===== src/rtl/homomorphic_seq.sv =====
// homomorphic_seq: frame sequencer in front of the homomorphic envelogram datapath
// (abs -> log -> Butterworth LP -> exp).
//
// Accepts a frame of n_samples PCG samples over in_valid/in_ready and issues them
// one at a time on dp_data. A credit counter (outstanding) tracks samples inside
// the datapath. Results strobed by dp_we are captured into a show-ahead output FIFO.
// The block pulses done when the frame has drained, or flags err_timeout if results
// stop arriving.
//
// Optional build macro: HOMOMORPHIC_SEQ_DECIM_EN
//   When defined, only every DECIM-th valid result is kept. Discarded results still
//   return their credit. When undefined, every valid result is kept.
//
// Ports:
//   CLK, RST          clock and asynchronous active-high reset
//   start, n_samples  frame start pulse and frame length (latched on start)
//   in_valid/in_ready/in_data    sample input handshake
//   dp_data           sample driven to the datapath (registered)
//   dp_result, dp_we  datapath result and its strobe
//   out_valid/out_ready/out_data FIFO head (show-ahead)
//   busy, done        RUN/DRAIN indicator, one-cycle end-of-frame pulse
//   err_timeout, err_spurious    sticky errors, cleared on start
//
// state | meaning
// ------+------------------------------------------------------------
// IDLE  | waiting for start
// RUN   | issuing samples until issued = n_latched
// DRAIN | all issued, waiting for outstanding results (timeout armed)
// DONE  | one cycle, done = 1

module homomorphic_seq #(
  parameter int FIFO_DEPTH      = 16,
  parameter int MAX_OUTSTANDING = 8,
  parameter int TIMEOUT         = 1024,
  parameter int DECIM           = 4
) (
  input  logic        CLK,
  input  logic        RST,
  input  logic        start,
  input  logic [15:0] n_samples,
  input  logic        in_valid,
  input  logic [15:0] in_data,
  output logic        in_ready,
  output logic [15:0] dp_data,
  input  logic [15:0] dp_result,
  input  logic        dp_we,
  output logic        out_valid,
  output logic [15:0] out_data,
  input  logic        out_ready,
  output logic        busy,
  output logic        done,
  output logic        err_timeout,
  output logic        err_spurious
);

  localparam int AW = $clog2(FIFO_DEPTH);
  localparam int CW = AW + 1;
  localparam int OW = $clog2(MAX_OUTSTANDING + 1);
  localparam int TW = $clog2(TIMEOUT + 1);

  if (FIFO_DEPTH < 4 || (FIFO_DEPTH & (FIFO_DEPTH - 1)) != 0 ||
      MAX_OUTSTANDING < 1 || MAX_OUTSTANDING > FIFO_DEPTH ||
      TIMEOUT < 1 || DECIM < 1) begin : g_bad_param
    $error("homomorphic_seq: illegal parameter set");
  end

  typedef enum logic [1:0] {S_IDLE, S_RUN, S_DRAIN, S_DONE} state_t;

  state_t        state;
  logic [15:0]   n_latched;
  logic [15:0]   issued;
  logic [OW-1:0] outstanding;
  logic          armed;
  logic [CW-1:0] fifo_count;
  logic [AW-1:0] wr_ptr;
  logic [AW-1:0] rd_ptr;
  logic [15:0]   fifo_mem [FIFO_DEPTH];
  logic [TW-1:0] tmo_left;

  logic start_go;
  logic accept;
  logic res_ok;
  logic res_bad;
  logic keep;
  logic do_push;
  logic pop;
  logic tmo_run;
  logic tmo_fire;

  // Credit check: a sample is only issued if its result is guaranteed a FIFO slot.
  assign in_ready = (state == S_RUN) && (issued < n_latched) &&
                    (outstanding < OW'(MAX_OUTSTANDING)) &&
                    ((int'(fifo_count) + int'(outstanding)) < FIFO_DEPTH);

  assign start_go = (state == S_IDLE) && start;
  assign accept   = in_valid && in_ready;
  assign res_ok   = dp_we && (outstanding != '0);
  assign res_bad  = dp_we && (outstanding == '0);

  assign out_valid = (fifo_count != '0);
  assign out_data  = out_valid ? fifo_mem[rd_ptr] : 16'h0000;
  assign pop       = out_valid && out_ready;
  // A push into a full FIFO can only land when the head leaves the same cycle.
  assign do_push   = keep && ((fifo_count != CW'(FIFO_DEPTH)) || pop);

`ifdef HOMOMORPHIC_SEQ_DECIM_EN
  localparam int PW = (DECIM > 1) ? $clog2(DECIM) : 1;
  logic [PW-1:0] phase;

  assign keep = res_ok && (phase == '0);

  always_ff @(posedge CLK or posedge RST) begin
    if (RST) begin
      phase <= '0;
    end else if (start_go) begin
      phase <= '0;
    end else if (res_ok) begin
      phase <= (phase == PW'(DECIM - 1)) ? '0 : phase + PW'(1);
    end
  end
`else
  assign keep = res_ok;
`endif

  // Timeout down-counter: reloaded whenever a result arrives or nothing is pending.
  assign tmo_run  = ((state == S_RUN) || (state == S_DRAIN)) &&
                    (outstanding != '0) && !dp_we;
  assign tmo_fire = tmo_run && (state == S_DRAIN) && (tmo_left <= TW'(1));

  always_ff @(posedge CLK or posedge RST) begin
    if (RST) begin
      tmo_left <= TW'(TIMEOUT);
    end else if (!tmo_run) begin
      tmo_left <= TW'(TIMEOUT);
    end else if (tmo_left != '0) begin
      tmo_left <= tmo_left - TW'(1);
    end
  end

  always_ff @(posedge CLK or posedge RST) begin
    if (RST) begin
      state        <= S_IDLE;
      n_latched    <= '0;
      issued       <= '0;
      outstanding  <= '0;
      armed        <= 1'b0;
      busy         <= 1'b0;
      done         <= 1'b0;
      err_timeout  <= 1'b0;
      err_spurious <= 1'b0;
    end else begin
      done <= 1'b0;
      if (accept) issued <= issued + 16'd1;
      case ({accept, res_ok})
        2'b10:   outstanding <= outstanding + OW'(1);
        2'b01:   outstanding <= outstanding - OW'(1);
        default: ;
      endcase
      // Results still in flight from before a reset are not reported until a
      // frame has been started again.
      if (res_bad && armed) err_spurious <= 1'b1;

      case (state)
        S_IDLE: begin
          if (start) begin
            n_latched    <= n_samples;
            issued       <= '0;
            outstanding  <= '0;
            armed        <= 1'b1;
            err_timeout  <= 1'b0;
            err_spurious <= 1'b0;
            if (n_samples == 16'd0) begin
              state <= S_DONE;
              done  <= 1'b1;
            end else begin
              state <= S_RUN;
              busy  <= 1'b1;
            end
          end
        end
        S_RUN: begin
          if (issued == n_latched) state <= S_DRAIN;
        end
        S_DRAIN: begin
          if (outstanding == '0) begin
            state <= S_DONE;
            busy  <= 1'b0;
            done  <= 1'b1;
          end else if (tmo_fire) begin
            state       <= S_DONE;
            busy        <= 1'b0;
            done        <= 1'b1;
            err_timeout <= 1'b1;
          end
        end
        default: begin
          state <= S_IDLE;
        end
      endcase
    end
  end

  always_ff @(posedge CLK or posedge RST) begin
    if (RST) begin
      dp_data <= '0;
    end else if (accept) begin
      dp_data <= in_data;
    end
  end

  always_ff @(posedge CLK or posedge RST) begin
    if (RST) begin
      fifo_count <= '0;
      wr_ptr     <= '0;
      rd_ptr     <= '0;
    end else begin
      if (do_push) wr_ptr <= wr_ptr + AW'(1);
      if (pop)     rd_ptr <= rd_ptr + AW'(1);
      case ({do_push, pop})
        2'b10:   fifo_count <= fifo_count + CW'(1);
        2'b01:   fifo_count <= fifo_count - CW'(1);
        default: ;
      endcase
    end
  end

  always_ff @(posedge CLK) begin
    if (do_push) fifo_mem[wr_ptr] <= dp_result;
  end

endmodule

===== config.mk =====
export PLATFORM = sky130hd
export DESIGN_NAME = homomorphic_seq
export DESIGN_NICKNAME = d
export VERILOG_FILES = /design/src/rtl/homomorphic_seq.sv
export SDC_FILE = /design/constraint.sdc
export NUM_CORES = 1
export LEC_CHECK = 0
export ABC_CLOCK_PERIOD_IN_PS = 3200
export CAP_MARGIN = 10
export CORE_MARGIN = 2
export CORE_UTILIZATION = 53
export CTS_CLUSTER_DIAMETER = 60
export CTS_CLUSTER_SIZE = 10
export DETAILED_ROUTE_END_ITERATION = 8
export GPL_TIMING_DRIVEN = 0
export PLACE_DENSITY = 0.74
export SLEW_MARGIN = 5
export SYNTH_ARGS = -nofsm -noshare
export SYNTH_HDL_FRONTEND = slang
export SYNTH_SLANG_ARGS = --single-unit

===== constraint.sdc =====
create_clock -name CLK -period 3.2 [get_ports CLK]
set_input_delay 0.64 -clock CLK [delete_from_list [all_inputs] [get_ports CLK]]
set_output_delay 0.64 -clock CLK [all_outputs]
set_load 0.01 [all_outputs]

== Word-level counts from Yosys, hierarchy flattened ==
Memories as Yosys holds them, arrays and structs flattened.
Cells that the tools add are included.

* Output and inout bits: 38
* Flip-flop bits (word level): 83
* Input bits: 54
* Bits in writable memories: 256
* Memories kept: 1

* Magnitude comparators: 4
* Mux-type cells: 35
* Reduce and logical (&&, ||, !) cells: 28
* Add/sub/neg operators: 9
* Equal/unequal tests: 15

{| class="wikitable"
|+ Memories
! name !! depth !! width !! rd ports !! clocked after memory_dff !! wr ports !! line !! source
|-
| fifo_mem || 16 || 16 || 1 || 0 || 1 || 77 || <nowiki>logic [15:0] fifo_mem [FIFO_DEPTH];</nowiki>
|}

{| class="wikitable"
|+ Operator list
! cell !! count
|-
| 16-bit two-way mux || 4
|-
| 11-bit two-way mux || 2
|-
| 16-bit by 1-bit adder with 16-bit output, second input constant || 1
|-
| 16-bit == test || 1
|-
| 16-bit zero test || 1
|-
| 16-bit less-than comparator || 1
|-
| 1-bit two-way mux || 16
|-
| 1-bit logical AND || 13
|-
| 4-bit by 1-bit adder with 4-bit output, second input constant || 3
|-
| 11-bit by 1-bit <= comparator with 1-bit output, second input constant || 1
|-
| 11-bit nonzero test || 1
|-
| 11-bit by 1-bit subtractor with 11-bit output, second input constant || 1
|-
| 2-bit two-way mux || 5
|-
| 5-bit case mux with 2 select lines || 1
|-
| 4-bit two-way mux || 2
|-
| 2-bit inequality test, second input constant || 4
|-
| 4-bit case mux with 2 select lines || 1
|-
| 4-bit AND reduction || 2
|-
| 5-bit by 4-bit adder with 6-bit output || 1
|-
| 2-bit by 1-bit == test with 1-bit output, second input constant || 3
|-
| 2-bit == test, second input constant || 3
|-
| 6-bit by 5-bit less-than comparator with 1-bit output, second input constant || 1
|-
| 1-bit case mux with 2 select lines || 3
|-
| 2-bit case mux with 3 select lines || 1
|-
| other kinds (16) || 19
|}

== Depth between registers and ports, before layout ==
Gate-level depths: netlist of the first run.

* Depth in word-level cells: 9
* Gate-level depth with buffers: 14
* Gate-level depth less buffers: 13

== Worst setup path before layout of the first run ==
OpenSTA, ideal clock, no wires.

* Path type: register to register
* From: register issued[11]
* To: register outstanding[3]
* Library setup time: 0.078 ns
* Stages on the path, launching flop included: 14
* Path slack: 0.197 ns
* Required time: 3.122 ns
* Data arrival time: 2.925 ns
* Buffers on the path: 1
* Path through: dfrtp_1 > ha_1 > a21oi_1 > o21ai_1 > a2111oi_4 > nand4_1 > buf_2 > ha_1 > ha_1 > a21o_1 > a21oi_1 > xnor2_1 > or3_1 > a21oi_1

* Cells in the longest elaborated chain, start to end: 9
* Elaborated cells on any way between the ends: 10
* Classes of those cells: order compare: 1; eq/ne: 2; mux: 3; reduce/logical: 4

{| class="wikitable"
|+ RTL lines
! element !! line !! source
|-
| start, declared || 71 || <nowiki>logic [15:0] issued;</nowiki>
|-
| start signal, assigned || 153 || <nowiki>if (accept) issued <= issued + 16'd1;</nowiki>
|-
| 16-bit less-than comparator * || 91 || <nowiki>assign in_ready = (state == S_RUN) && (issued < n_latched) &&</nowiki>
|-
| 1-bit logical AND * (2 in a row) || 91 ||
|-
| 1-bit logical AND * || 92 || <nowiki>(outstanding < OW'(MAX_OUTSTANDING)) &&</nowiki>
|-
| 1-bit logical AND * || 96 || <nowiki>assign accept = in_valid && in_ready;</nowiki>
|-
| 2-bit by 1-bit == test with 1-bit output or 2-bit == test (tied branches) || 154 || <nowiki>case ({accept, res_ok})</nowiki>
|-
| 4-bit case mux with 2 select lines * || 154 ||
|-
| 4-bit two-way mux || 165 || <nowiki>if (start) begin</nowiki>
|-
| 4-bit two-way mux * || 163 || <nowiki>case (state)</nowiki>
|-
| end signal, assigned || 155 || <nowiki>2'b10: outstanding <= outstanding + OW'(1);</nowiki>
|-
| end signal, assigned || 156 || <nowiki>2'b01: outstanding <= outstanding - OW'(1);</nowiki>
|-
| end, declared || 72 || <nowiki>logic [OW-1:0] outstanding;</nowiki>
|}

Mark *: on every way between the ends. The rest lies on a longest branch, timed or not.
A chain may end at the register's enable or synchronous reset.

== Worst setup path after layout of the first run ==
* From: register rd_ptr[0]
* To: output port out_data[6]

* Cells in the longest elaborated chain, start to end: 2

{| class="wikitable"
|+ RTL lines
! element !! line !! source
|-
| start, declared || 76 || <nowiki>logic [AW-1:0] rd_ptr;</nowiki>
|-
| start signal, assigned || 218 || <nowiki>if (pop) rd_ptr <= rd_ptr + AW'(1);</nowiki>
|-
| memory read 16 x 16 bit || - ||
|-
| 16-bit two-way mux || 101 || <nowiki>assign out_data = out_valid ? fifo_mem[rd_ptr] : 16'h0000;</nowiki>
|-
| end, declared || 48 || <nowiki>output logic [15:0] out_data,</nowiki>
|}

Every way passes these cells.

==> run_results.csv, run 1 <==
group,metric,value,unit
sta,hold_violations,0,
power,ir_worst_vdd,0.655,mV
status,violations,"setup timing",
floorplan,die_h,168,um
global_routing,overflow,0,
route,drc,0,
power,p_total,16.0,mW
sta,period_minus_slack,3300,ps
clocking,ctsHoldBuffers,0,
min_path,hp-class,"reg2reg",
route,drt_iter0_drc,611,
global_routing,grt_pass1_vias,8268,
route,ant_nets,0,
sta,worst_slew_pin_slew,1200,ps
status,status,"complete, but fails checks",
min_path,whs_path_depth,1,
clocking,cts_sinks,339,
route,vias,8147,
global_routing,grt_pass1_wl,48600,um
worst_setup_path,reg2reg_depth,13,
global_routing,grt_max_degree,50,
floorplan,initial_utilization,53.5,%
route,wl_per_cell,23.5,um
sta,slew_violations,0,
place,place_area,15600,um^2
clocking,cts_tree,"built",
floorplan,fp.coreArea,26700,um^2
sta,slew_headroom,20.1,%
floorplan,dieWidth,168,um
clocking,worst_skew_pair.late_latency,560,ps
floorplan,dieArea,28200,um^2
sta,hold_ws,477,ps
power,powerDensity,915,nW/um^2
synth,synth_edf_count,256,
place,dpl.hpwl,18100,um
sta,setup_viol,16,
global_routing,globalRouteTotalUtil,23.2,%
finish,drive_above_1_share,25.1,%
clocking,clkTransAtPathRegs,60,ps
synth,synth_area_leaders,"edfxtp_1 (54%), dfrtp_1 (14%), mux4_2 (13%)",
clocking,clockBufferDepth,3,
clocking,htreeDepth,2,
synth,ys_ff_latch,339,
synth,seq_area_frac_synth,68.5,%
sta,fin_worst_skew,31.2,ps
worst_setup_path,critical_path_class,"reg2out",
sta,grt_setup_unrepaired,"true",
sta,max_freq,303,MHz
worst_setup_path,crit_path_max_fanout,8,
synth,synth.top_cell.area_share,53.9,%
clocking,cts_inserted_buffers,40,
finish,finalInstanceArea,17500,um^2
finish,area_delta_synth_final,22.9,%
route,dr.pass1.iters,5,
worst_setup_path,startpoint_type,"flip-flop",
sta,fin_crit_sh,103,%
synth,synth_warnings,0,
place,io_buffers,91,
synth,synth_area_per_cell,16.9,um^2
route,via_per_inst,5.96,
route,routed_wl,32100,um
synth,yosysUniqueCellTypes,49,
clocking,root_buffer,"clkbuf_16",
sta,setup_ws,-99.2,ps
floorplan,rows,60,
synth,netlist_area,14200,um^2
synth,synth_fp_nets,937,
worst_setup_path,cp_data_required_time,2560,ps
worst_setup_path,crit_path_end_kind,"output port",
place,gp_congestion,0.763,
run,maxCapViolations,0,
synth,syn_inst,844,
synth,synth_top_cell_by_area,"edfxtp_1",
power,leakagePower,6.39,nW
worst_setup_path,critPathArrivalTime,2660,ps
synth,async_flop_share,24.5,%
finish,n_antenna_cell,0,
floorplan,ios,92,
synth,yosys_most_used_dff,"edfxtp_1",
global_routing,antenna_found_initial,0,
finish,nets,1106,
==> flip-flops by register name (all words and copies together) (netlist names), 2 cells and up <==
name and count:
dp_data 16, tmo_left 11, outstanding 4, rd_ptr 4, fifo_count 5, n_latched 16, state 2, fifo_mem 256
issued 16, wr_ptr 4
==> Yosys cell counts (4+ instances only) <==
library cell	instances
edfxtp_1	256
dfrtp_1	82
mux4_2	80
nand2_1	44
inv_1	40
o21ai_0	38
ha_1	37
and2_1	33
a21oi_1	30
nor2_1	29
clkbuf_1	21
mux2_2	18
xnor2_1	12
nand4_1	11
or3_1	11
nand3_1	10
buf_2	9
nor4_1	9
nor3_1	7
o31ai_1	7
xor2_1	7
nand2b_1	6
or4_1	6
and3_1	4
==> stage by stage <==
step	TNS (ps)	setup WS [ps]	util (%)	instances
finish	-1260	-99.2	65.7	1367
CTS	-961	-86.2	65.4	1362
global route	-2120	-145	65.7	1367
detailed placement	-95170	-648	58.6	1277
floorplan	0	197	-	844
global placement	-157620	-960	58.5	1276
==> report_power, final <==
| part | leakage, nW | total [mW] | switching, mW | internal, mW |
|---|---|---|---|---|
| sequential | 3.30 | 5.79 | 0.404 | 5.39 |
| combinational | 2.54 | 6.13 | 2.70 | 3.43 |
| clock | 0.552 | 4.09 | 1.70 | 2.39 |
==> what timing repair did <==
item,in CTS,in global routing
cloned,3,0
buffers inserted,29,7
resized for setup,170,25
setup endpoints to repair,19,83
pin swaps,13,9
==> placed cells by master (no fill, tap or decap), types with 18 or more instances in the layout <==
master / instances
a21oi_1: 28
buf_4: 19
buf_6: 26
clkbuf_1: 18
clkbuf_16: 40
clkdlybuf4s50_1: 74
dfrtp_1: 79
edfxtp_1: 256
ha_1: 34
inv_1: 38
mux2_2: 18
mux4_2: 80
nand2_1: 44
nor2_1: 28
o21ai_0: 36
==> worst paths after layout <==
kind	from	to	slack, ps
worst max-delay path	rd_ptr[0]	out_data[6]	-100
worst min-delay path	armed	armed	480
min in group asynchronous	RST	dp_data[13]	490
worst min register to register	armed	armed	480
worst max register to register	issued[15]	outstanding[3]	80
max in group asynchronous	RST	issued[9]	2100
==> metal layers <==
layer	wire length [um]	share of wire (%)	track usage, %
met5	0	0	0
met4	1150	3.6	8.66
met3	1920	6.0	4.21
met2	16100	50	39.8
met1	12900	40	30.0
==> cell type report <==
cell class	instances	area, um^2
well taps	341	427
clock buffers	50	1050
repair buffers	129	1390
flip-flops and latches	339	9770
fillers	1815	9140
multi-input cells	432	4300
inverters	40	153
plain buffers	31	309
clock inverters	5	106
==> kinds of logic (layout without fill, tap and decap cells) <==
group                    after synthesis  count (layout)  synth area share (%)
buffers and inverters                 73             255                  2.00
multiplexers                          99              99                  14.1
XOR/XNOR                              19              19                  1.17
AO/OA/AOI/OAI                         96              96                  4.09
AND/OR/NAND/NOR                      179             179                  6.54
flip-flops                           339             339                  68.5
adder cells (fa/ha/maj)               39              39                  3.53
==> critical path: stages (launching register included) <==
cell     delay, ps
dfrtp_2        430
buf_6          160
buf_12         140
buf_6          110
mux4_2         500
mux4_2         470
and2_4         200
buf_6          120
Note: power is estimated with default switching activity, not from simulation.
==> run 2: changes to the inputs <==
CORE_UTILIZATION = 42   (was 53)
PLACE_DENSITY = 0.61   (was 0.74)
==> run_results.csv, run 2 (synthesized netlist as in run 1, its figures left out) <==
group,metric,value,unit
route,drt_iter0_drc,462,
power,leakagePower,6.38,nW
route,met3_length,1830,um
place,dpl.hpwl,18700,um
clocking,cts_tree,"built",
finish,area_delta_synth_final,23.6,%
route,routed_wl,31600,um
finish,layout_commonest_cell,"edfxtp_1",
floorplan,fp.coreArea,33400,um^2
sta,worst_slew_pin_slew,1230,ps
sta,slew_violations,0,
worst_setup_path,critical_path_class,"reg2out",
worst_setup_path,critPathArrivalTime,2690,ps
place,gp_congestion,0.742,
route,vias,7906,
power,powerDensity,901,nW/um^2
power,clkPwrFrac,26.3,%
power,p_comb_share,37.3,%
clocking,cts_sinks,339,
sta,fin_worst_skew,18.8,ps
worst_setup_path,crit_path_end_kind,"output port",
floorplan,initial_utilization,42.6,%
sta,slew_headroom,18.1,%
clocking,worst_skew_pair.late_latency,550,ps
worst_setup_path,reg2reg_setup_slack,40,ps
worst_setup_path,rr_startpoint,"issued[14]",
global_routing,antenna_found_initial,0,
sta,max_freq,300,MHz
route,wirelength_met1,13700,um
min_path,hp-start,"armed",
clocking,clkTransAtPathRegs,60,ps
global_routing,overflow,0,
sta,setup_viol,16,
place,io_buffers,91,
global_routing,grt_pass1_vias,8207,
floorplan,rows,67,
power,pwr-share-seq,36.4,%
route,via_per_inst,5.37,
floorplan,dieWidth,188,um
min_path,hp-class,"reg2reg",
sta,setup_ws,-131,ps
finish,regMostFlops,"fifo_mem",
clocking,htreeDepth,2,
finish,n_antenna_cell,0,
global_routing,globalRouteTotalUtil,18.3,%
power,ir_worst_vdd,0.528,mV
place,place_area,15800,um^2
sta,period_minus_slack,3330,ps
global_routing,grt_max_degree,49,
finish,fin_util,52.6,%
clocking,clockBufferDepth,3,
route,ant_nets,0,
worst_setup_path,reg2reg_depth,13,
floorplan,dieArea,35400,um^2
run,maxCapViolations,0,
power,p_sw,4.73,mW
sta,grt_setup_unrepaired,"true",
route,met2_length,15200,um
route,drc,0,
route,wl_per_cell,21.5,um
status,violations,"setup timing",
finish,nets,1101,
worst_setup_path,crit_path_max_fanout,7,
min_path,holdPathEnd,"armed",
clocking,cts_inserted_buffers,41,
sta,hold_ws,474,ps
finish,finalInstanceArea,17600,um^2
route,highest_layer,"met4",
global_routing,grt_pass1_wl,48600,um
route,dr.pass1.iters,5,
clocking,ctsHoldBuffers,0,
clocking,root_buffer,"clkbuf_16",
power,p_total,15.9,mW
floorplan,ios,92,
place,post-place-ws,-658,ps
worst_setup_path,timing.critical_path.from,"rd_ptr[0]",
worst_setup_path,startpoint_type,"flip-flop",
worst_setup_path,cp_data_required_time,2560,ps
sta,fin_crit_sh,104,%
finish,largest_reg_flops,256,
worst_setup_path,r2r-end,"outstanding[3]",
power,internal_power,11.1,mW
floorplan,die_h,188,um
finish,drive_above_1_share,25.2,%
power,swShare,29.8,%
sta,hold_violations,0,
min_path,whs_path_depth,1,
finish,mostFrequentLayoutCells,"edfxtp_1 (256), mux4_2 (80), dfrtp_1 (79)",
status,status,"complete, but fails checks",
run 2: changes by cell type in the layout (fill, tap and decap cells not counted), moves of 2 or more:
| cell | previous run | this run |
|---|---|---|
| and2_4 | 15 | 13 |
| buf_4 | 19 | 14 |
| o21ai_1 | 3 | 0 |
| buf_6 | 26 | 22 |
| buf_2 | 3 | 6 |
| buf_12 | 15 | 11 |
| buf_8 | 1 | 4 |
| and2_2 | 4 | 7 |
| o21ai_0 | 36 | 38 |
run 2: power by group through the flow:
stage / clock, mW / sequential [mW] / combinational [mW]
floorplan: 0 / 5.75 / 3.18
global placement: 0 / 5.77 / 5.00
detailed placement: 0 / 5.79 / 5.06
CTS: 4.28 / 5.77 / 5.77
global route: 4.45 / 5.84 / 6.40
finish: 4.18 / 5.77 / 5.91
run 2: worst max-delay path: stages, from the launching register on:
cell and delay [ps]:
dfrtp_2 420, buf_12 170, buf_12 130, buf_6 100, buf_6 90, mux4_2 490, mux4_2 480, and2_4 150
buf_6 110
run 2: worst max path at each step:
stage                                 to  slack (ps)  cells past startpoint
after floorplan           outstanding[3]         200                     13
after global placement         rd_ptr[1]       -1070                      2
after detailed placement     out_data[9]        -660                      6
after CTS                    out_data[6]        -140                      8
after global routing        out_data[11]        -190                      8
final                       out_data[11]        -130                      8
run 2: final cells by class:
cell class / count / area [um^2]
fill: 2688 / 15800
clock buffer: 51 / 1080
multi-input combinational: 432 / 4310
clock inverter: 7 / 113
inverter: 40 / 153
sequential: 339 / 9770
buffer: 31 / 305
tap: 448 / 561
timing repair buffer: 123 / 1320
run 2: timing repair:
action / 4_1_cts / 5_1_grt
buffers inserted: 27 / 7
gates cloned: 3 / 0
pin swaps: 11 / 8
resized for setup: 164 / 33
endpoints found under the setup margin: 19 / 114
run 2: routing by layer:
layer / GRT usage (%) / vias up
li1: - / 3602
met1: 24.6 / 3990
met2: 30.0 / 251
met3: 3.46 / 63
met4: 6.27 / 0
met5: 0 / -
run 2: per-stage QoR:
stage | std cells | TNS, ps
finish | 1471 | -1340
global route | 1471 | -3310
CTS | 1468 | -1500
detailed placement | 1384 | -115100
global placement | 1383 | -194970
floorplan | 844 | 0
